[src/rtl/mlp_infer_sequencer_if.sv]
// Request, layer-engine and result signals of the MLP inference sequencer.
// The sequencer connects through the slave modport. The host and layer engines
// connect through the master modport.
// MLP_SEQ_PERF_EN adds the perf_cycles counter output.
interface mlp_infer_sequencer_if #(
    parameter int unsigned OUT_DIM = 10,
    parameter int unsigned LOGIT_W = 32
);
    localparam int unsigned IDX_W = $clog2(OUT_DIM);

    logic                      req_valid;
    logic                      req_ready;
    logic                      fc1_start;
    logic                      fc1_done;
    logic                      fc2_start;
    logic                      fc2_done;
    logic                      logit_we;
    logic        [IDX_W-1:0]   logit_addr;
    logic signed [LOGIT_W-1:0] logit_data;
    logic                      res_valid;
    logic                      res_ready;
    logic        [IDX_W-1:0]   res_digit;
    logic signed [LOGIT_W-1:0] res_max;
    logic                      res_error;
    logic                      busy;
`ifdef MLP_SEQ_PERF_EN
    logic        [31:0]        perf_cycles;
`endif

    modport master (
        output req_valid, fc1_done, fc2_done, logit_we, logit_addr, logit_data, res_ready,
        input  req_ready, fc1_start, fc2_start, res_valid, res_digit, res_max, res_error, busy
`ifdef MLP_SEQ_PERF_EN
        , input perf_cycles
`endif
    );

    modport slave (
        input  req_valid, fc1_done, fc2_done, logit_we, logit_addr, logit_data, res_ready,
        output req_ready, fc1_start, fc2_start, res_valid, res_digit, res_max, res_error, busy
`ifdef MLP_SEQ_PERF_EN
        , output perf_cycles
`endif
    );
endinterface

[src/rtl/mlp_infer_sequencer.sv]
// Sequences one MLP inference.
// On a request it pulses FC1 and then FC2, and snoops the FC2 logit writes to build a
// streaming argmax. It presents the predicted digit on a valid/ready result handshake.
// A per-layer watchdog ends a hung layer with an error result.
// Defining MLP_SEQ_PERF_EN adds the perf_cycles busy-cycle counter.
module mlp_infer_sequencer #(
    parameter int unsigned OUT_DIM        = 10,
    parameter int unsigned IDX_W          = $clog2(OUT_DIM),
    parameter int unsigned LOGIT_W        = 32,
    parameter int unsigned WD_W           = 20,
    parameter int unsigned TIMEOUT_CYCLES = 500000
) (
    input logic                  clk,
    input logic                  rst,
    mlp_infer_sequencer_if.slave bus
);

    typedef enum logic [2:0] {
        StIdle,
        StL1Start,
        StL1Wait,
        StL2Start,
        StL2Wait,
        StResult
    } state_e;

    localparam logic [WD_W-1:0] WdLast = WD_W'(TIMEOUT_CYCLES - 1);

    state_e                    state_q;
    logic        [WD_W-1:0]    wd_q;
    logic        [OUT_DIM-1:0] seen_q, seen_d;
    logic signed [LOGIT_W-1:0] max_q, max_d;
    logic        [IDX_W-1:0]   idx_q, idx_d;
    logic                      err_q, err_d;
    logic                      fc1_start_q, fc2_start_q, res_valid_q, busy_q;
    logic                      wd_expired;

    assign wd_expired = (wd_q == WdLast);

    // Argmax update from a snooped logit write. The result is also used on the
    // fc2_done cycle, so a write in that same cycle is counted.
    always_comb begin
        seen_d = seen_q;
        max_d  = max_q;
        idx_d  = idx_q;
        err_d  = err_q;
        if (state_q == StL2Wait && bus.logit_we) begin
            if (32'(bus.logit_addr) >= OUT_DIM) begin
                err_d = 1'b1;
            end else if (seen_q[bus.logit_addr]) begin
                err_d = 1'b1;
            end else begin
                seen_d[bus.logit_addr] = 1'b1;
                // Ties go to the lowest index so the result is independent of write order.
                if (seen_q == '0 || bus.logit_data > max_q ||
                    (bus.logit_data == max_q && bus.logit_addr < idx_q)) begin
                    max_d = bus.logit_data;
                    idx_d = bus.logit_addr;
                end
            end
        end
    end

    // Control FSM with registered start, valid and busy outputs.
    always_ff @(posedge clk) begin
        if (rst) begin
            state_q     <= StIdle;
            wd_q        <= '0;
            seen_q      <= '0;
            max_q       <= '0;
            idx_q       <= '0;
            err_q       <= 1'b0;
            fc1_start_q <= 1'b0;
            fc2_start_q <= 1'b0;
            res_valid_q <= 1'b0;
            busy_q      <= 1'b0;
        end else begin
            fc1_start_q <= 1'b0;
            fc2_start_q <= 1'b0;
            unique case (state_q)
                StIdle: begin
                    if (bus.req_valid) begin
                        state_q     <= StL1Start;
                        fc1_start_q <= 1'b1;
                        busy_q      <= 1'b1;
                        seen_q      <= '0;
                        max_q       <= '0;
                        idx_q       <= '0;
                        err_q       <= 1'b0;
                    end
                end
                StL1Start: begin
                    state_q <= StL1Wait;
                    wd_q    <= '0;
                end
                StL1Wait: begin
                    // A done on the timeout cycle takes priority over the timeout.
                    if (bus.fc1_done) begin
                        state_q     <= StL2Start;
                        fc2_start_q <= 1'b1;
                    end else if (wd_expired) begin
                        state_q     <= StResult;
                        res_valid_q <= 1'b1;
                        err_q       <= 1'b1;
                        idx_q       <= '1;
                        max_q       <= '0;
                    end else begin
                        wd_q <= wd_q + 1'b1;
                    end
                end
                StL2Start: begin
                    state_q <= StL2Wait;
                    wd_q    <= '0;
                end
                StL2Wait: begin
                    seen_q <= seen_d;
                    max_q  <= max_d;
                    idx_q  <= idx_d;
                    err_q  <= err_d;
                    if (bus.fc2_done) begin
                        state_q     <= StResult;
                        res_valid_q <= 1'b1;
                        err_q       <= err_d | ~(&seen_d);
                    end else if (wd_expired) begin
                        state_q     <= StResult;
                        res_valid_q <= 1'b1;
                        err_q       <= 1'b1;
                        idx_q       <= '1;
                        max_q       <= '0;
                    end else begin
                        wd_q <= wd_q + 1'b1;
                    end
                end
                StResult: begin
                    if (bus.res_ready) begin
                        state_q     <= StIdle;
                        res_valid_q <= 1'b0;
                        busy_q      <= 1'b0;
                    end
                end
                default: begin
                    state_q     <= StIdle;
                    res_valid_q <= 1'b0;
                    busy_q      <= 1'b0;
                end
            endcase
        end
    end

    // Gate req_ready with rst so it is low during reset and high in the first cycle after.
    assign bus.req_ready = (state_q == StIdle) && !rst;
    assign bus.fc1_start = fc1_start_q;
    assign bus.fc2_start = fc2_start_q;
    assign bus.res_valid = res_valid_q;
    assign bus.res_digit = idx_q;
    assign bus.res_max   = max_q;
    assign bus.res_error = err_q;
    assign bus.busy      = busy_q;

`ifdef MLP_SEQ_PERF_EN
    logic [31:0] perf_q;

    // Count the busy cycles outside RESULT. The count holds until the next request is accepted.
    always_ff @(posedge clk) begin
        if (rst) begin
            perf_q <= '0;
        end else if (state_q == StIdle && bus.req_valid) begin
            perf_q <= '0;
        end else if (state_q != StIdle && state_q != StResult) begin
            perf_q <= perf_q + 32'd1;
        end
    end

    assign bus.perf_cycles = perf_q;
`endif

endmodule

[src/flat_wrapper.sv]
// flat-port wrapper written by rule: the top's interface ports become plain ports
module mlp_infer_sequencer_flat 
#(
    parameter int unsigned OUT_DIM        = 10,
    parameter int unsigned IDX_W          = $clog2(OUT_DIM),
    parameter int unsigned LOGIT_W        = 32,
    parameter int unsigned WD_W           = 20,
    parameter int unsigned TIMEOUT_CYCLES = 500000
)
  (clk, rst, bus_req_valid, bus_fc1_done, bus_fc2_done, bus_logit_we, bus_logit_addr, bus_logit_data, bus_res_ready, bus_req_ready, bus_fc1_start, bus_fc2_start, bus_res_valid, bus_res_digit, bus_res_max, bus_res_error, bus_busy);
  mlp_infer_sequencer_if #(.OUT_DIM(OUT_DIM), .LOGIT_W(LOGIT_W)) bus_i ();
  input logic clk;
  input logic rst;
  input wire logic [$bits(bus_i.req_valid)-1:0] bus_req_valid;
  input wire logic [$bits(bus_i.fc1_done)-1:0] bus_fc1_done;
  input wire logic [$bits(bus_i.fc2_done)-1:0] bus_fc2_done;
  input wire logic [$bits(bus_i.logit_we)-1:0] bus_logit_we;
  input wire logic [$bits(bus_i.logit_addr)-1:0] bus_logit_addr;
  input wire logic [$bits(bus_i.logit_data)-1:0] bus_logit_data;
  input wire logic [$bits(bus_i.res_ready)-1:0] bus_res_ready;
  output wire logic [$bits(bus_i.req_ready)-1:0] bus_req_ready;
  output wire logic [$bits(bus_i.fc1_start)-1:0] bus_fc1_start;
  output wire logic [$bits(bus_i.fc2_start)-1:0] bus_fc2_start;
  output wire logic [$bits(bus_i.res_valid)-1:0] bus_res_valid;
  output wire logic [$bits(bus_i.res_digit)-1:0] bus_res_digit;
  output wire logic [$bits(bus_i.res_max)-1:0] bus_res_max;
  output wire logic [$bits(bus_i.res_error)-1:0] bus_res_error;
  output wire logic [$bits(bus_i.busy)-1:0] bus_busy;
  assign bus_i.req_valid = bus_req_valid;
  assign bus_i.fc1_done = bus_fc1_done;
  assign bus_i.fc2_done = bus_fc2_done;
  assign bus_i.logit_we = bus_logit_we;
  assign bus_i.logit_addr = bus_logit_addr;
  assign bus_i.logit_data = bus_logit_data;
  assign bus_i.res_ready = bus_res_ready;
  assign bus_req_ready = bus_i.req_ready;
  assign bus_fc1_start = bus_i.fc1_start;
  assign bus_fc2_start = bus_i.fc2_start;
  assign bus_res_valid = bus_i.res_valid;
  assign bus_res_digit = bus_i.res_digit;
  assign bus_res_max = bus_i.res_max;
  assign bus_res_error = bus_i.res_error;
  assign bus_busy = bus_i.busy;
  mlp_infer_sequencer #(.OUT_DIM(OUT_DIM), .IDX_W(IDX_W), .LOGIT_W(LOGIT_W), .WD_W(WD_W), .TIMEOUT_CYCLES(TIMEOUT_CYCLES)) u_core (.clk(clk), .rst(rst), .bus(bus_i));
endmodule
[config.mk]
export PLATFORM = sky130hd
export DESIGN_NAME = mlp_infer_sequencer_flat
export DESIGN_NICKNAME = d
export VERILOG_FILES = /design/src/rtl/mlp_infer_sequencer_if.sv /design/src/rtl/mlp_infer_sequencer.sv /design/src/flat_wrapper.sv
export SDC_FILE = /design/constraint.sdc
export NUM_CORES = 1
export LEC_CHECK = 0
export BUFFER_PORTS_ARGS = -buffer_cell sky130_fd_sc_hd__buf_2
export CELL_PAD_IN_SITES_DETAIL_PLACEMENT = 0
export CELL_PAD_IN_SITES_GLOBAL_PLACEMENT = 2
export CORE_ASPECT_RATIO = 0.6
export CORE_MARGIN = 2
export CORE_UTILIZATION = 30
export DETAILED_ROUTE_END_ITERATION = 12
export PLACE_DENSITY_LB_ADDON = 0.2
export REMOVE_ABC_BUFFERS = 1
export SYNTH_ARGS = -nofsm -noshare
export SYNTH_HDL_FRONTEND = slang
export SYNTH_SLANG_ARGS = --single-unit
[constraint.sdc]
create_clock -name clk -period 2.6 [get_ports clk]
set_input_delay 0.13 -clock clk [delete_from_list [all_inputs] [get_ports clk]]
set_output_delay 0.13 -clock clk [all_outputs]
set_load 0.02 [all_outputs]
==> out/results.ini <==
[timing]
hold_violations=0
fin_ws_ns=0.0159
maxSlewHeadroom_pct=58.2
setup_viol=0
worst_pin_slew_ns=0.626
clock.fmax_mhz=387
fin_crit_ns=2.58
slew_violations=0
fin_crit_sh_pct=99.4
whs_ns=0.0122
skew_ns=0.00770
rsz0062_at_grt=true

[power_and_ir_drop]
power.density_nw_per_um2=550
cellLeakagePower_nw=2.29
vdd_ir_drop_max_mv=0.301

[synthesis]
yosysTopAreaCell=dfxtp_1
ys_seq_area_share_pct=34.8
ys_ff_latch=74
netlist_instances=473
synth_top_flop_cell=dfxtp_1
synth.distinct_cells=60
synthTopCellsByArea=dfxtp_1 35%, ha_1 11%, a32o_1 7.5%
netlist_top_cells_count=74 x dfxtp_1, 41 x inv_1, 41 x nor2_1
synth.avg_cell_area_um2=9.00
synth_top_area_share_pct=34.8
synth.yosys.warnings=0
synthMostInstantiatedCell=dfxtp_1
synth_area_um2=4260
synth-edff-count=0
synthArstFlopShare_pct=0

[clock_tree]
clkSinkCount=74
cts_buffers=9
htreeDepth=3
insertion_delay_ns=0.34
path_clk_slew_ns=0.06
clock_path_buffers=2
cts-root-buf=clkbuf_16
tritoncts=yes
cts-hold-fix-buffers=0

[drt]
drtPass1Iterations=4
wirelength_mm=12.5
drt_iter0_drc=204
wire_per_inst_um=16.0
vias=3938
via_per_inst=5.04
drc_errors=0
detail-route-antenna-nets=0

[worst_setup_path]
cpMostUsedCell=o31a_1
worst_setup_path_start_kind=flip-flop
critPathTopFamily=compound AO/OA/AOI/OAI gates
critical_path_class=reg -> reg
max_stage_delay_ns=0.35
crit_required_ns=2.88
path_cells=inv_1 > ha_1 > nor2b_2 > o211ai_1 > a2111oi_4 > o31a_1 > o31a_1 > o21ai_4 > buf_12 > a32o_1
crit_fanout=16
end_kind=flip-flop
critPathArrivalTime_ns=2.86
critPathBufInv=2
cpMaxStageDelayCell=o31a_1

[die]
die_h_um=96.3
io_pins=85
placementRows=33
die_area_um2=15200
start_util_pct=31.0
die_x_um=158
coreArea_um2=13700

[grt]
grt_start_max_net_pins=33
gr-total-overflow=0
grt_use_total_pct=16.6
antenna_found_initial=0
grt_pass1_wl_mm=19.8
grt_pass1_vias=3828

[place]
port-buffer-count=84
dp_hpwl_mm=8.95
pre_cts_slack_ns=-0.0730
place_congestion=0.787

[run]
cap_viol_max_count=0

[min_path]
holdCritPathClass=in -> reg

[finish]
insertedDiodeCount=0
fin_nets=663
drive_gt1_share_pct=31.7
syn_to_final_growth_pct=32.9

[outcome]
status=completed

==> per-layer routing <==
metal	routed length (um)	global-route usage, %	vias up
met3	645	4.14	12
met2	4820	23.0	75
met1	6900	25.3	1854
met4	111	4.09	0
li1	-	-	1997
met5	0	0	-
==> area by class of cell <==
| class | instances | area (um2) |
|---|---|---|
| clock buffer | 9 | 225 |
| clock inverter | 7 | 141 |
| fill | 1400 | 8090 |
| inverter | 41 | 154 |
| multi-input combinational | 332 | 2620 |
| sequential | 74 | 1490 |
| tap | 192 | 240 |
| timing repair buffer | 126 | 782 |
==> layout by cell type, fill, tap and decap left out, types with 5 or more instances in the layout <==
cell and count:
a21oi_1 24, a32o_1 32, nand2_1 16, clkbuf_16 10, nor2_1 41, nand4_1 11
buf_4 38, dfxtp_2 9, nor2b_1 8, buf_2 84, inv_1 38, o21ai_0 13
and3_1 13, nand3_1 5, xor2_1 15, ha_1 32, dfxtp_1 65, nor4_1 5
a22oi_1 8, nand2b_1 7, o211ai_1 13
==> where the power goes <==
part           switching, W  leakage (nW)  internal, W
logic              0.000241          1.52     0.000151
registers         0.0000107         0.602      0.00115
clock network      0.000526         0.176      0.00104
==> final timing paths <==
path                                 startpoint                                  end  slack [ns]  depth (start not counted)
min reg2reg   u_core.bus.res_valid$_SDFFE_PP0P_    u_core.bus.res_valid$_SDFFE_PP0P_        0.47                          1
max reg2reg  u_core.bus.res_max[1]$_SDFFE_PP0P_  u_core.bus.res_max[27]$_SDFFE_PP0P_        0.02                         10
min                          bus_logit_data[20]  u_core.bus.res_max[20]$_SDFFE_PP0P_        0.01                          2
max          u_core.bus.res_max[1]$_SDFFE_PP0P_  u_core.bus.res_max[27]$_SDFFE_PP0P_        0.02                         10
==> kinds of logic after synthesis <==
logic type               synth area share [%]
adder cells (fa/ha/maj)                  10.6
XOR/XNOR                                 3.70
buffers and inverters                    6.70
flip-flops                               34.8
AO/OA/AOI/OAI                            25.6
AND/OR/NAND/NOR                          16.9
multiplexers                             1.73
==> repair_timing <==
action                     CTS  global route
buffers inserted             1             9
pin swaps                    3            18
gates cloned                 0             2
setup endpoints to repair   36            49
gates resized for setup      5            26
==> flip-flops by register name (all words and copies together), names as in the netlist, 3 cells and up <==
register              cells
u_core.bus.res_digit      4
u_core.bus.res_max       32
u_core.seen_q            10
u_core.state_q            3
u_core.wd_q              20
==> per-stage QoR <==
stage               total power [W]  instances  TNS [ns]  utilization (%)  cell area [um2]
CTS                         0.00311        770         0             39.6             5440
global placement            0.00154        753    -0.495             36.7             5040
detailed placement          0.00154        753     -2.00             36.7             5040
global route                0.00324        781     -2.98             41.2             5660
finish                      0.00311        781         0             41.2             5660
floorplan                   0.00137        447    -40.17                -             4130
Power figures use the tool's default switching activity.
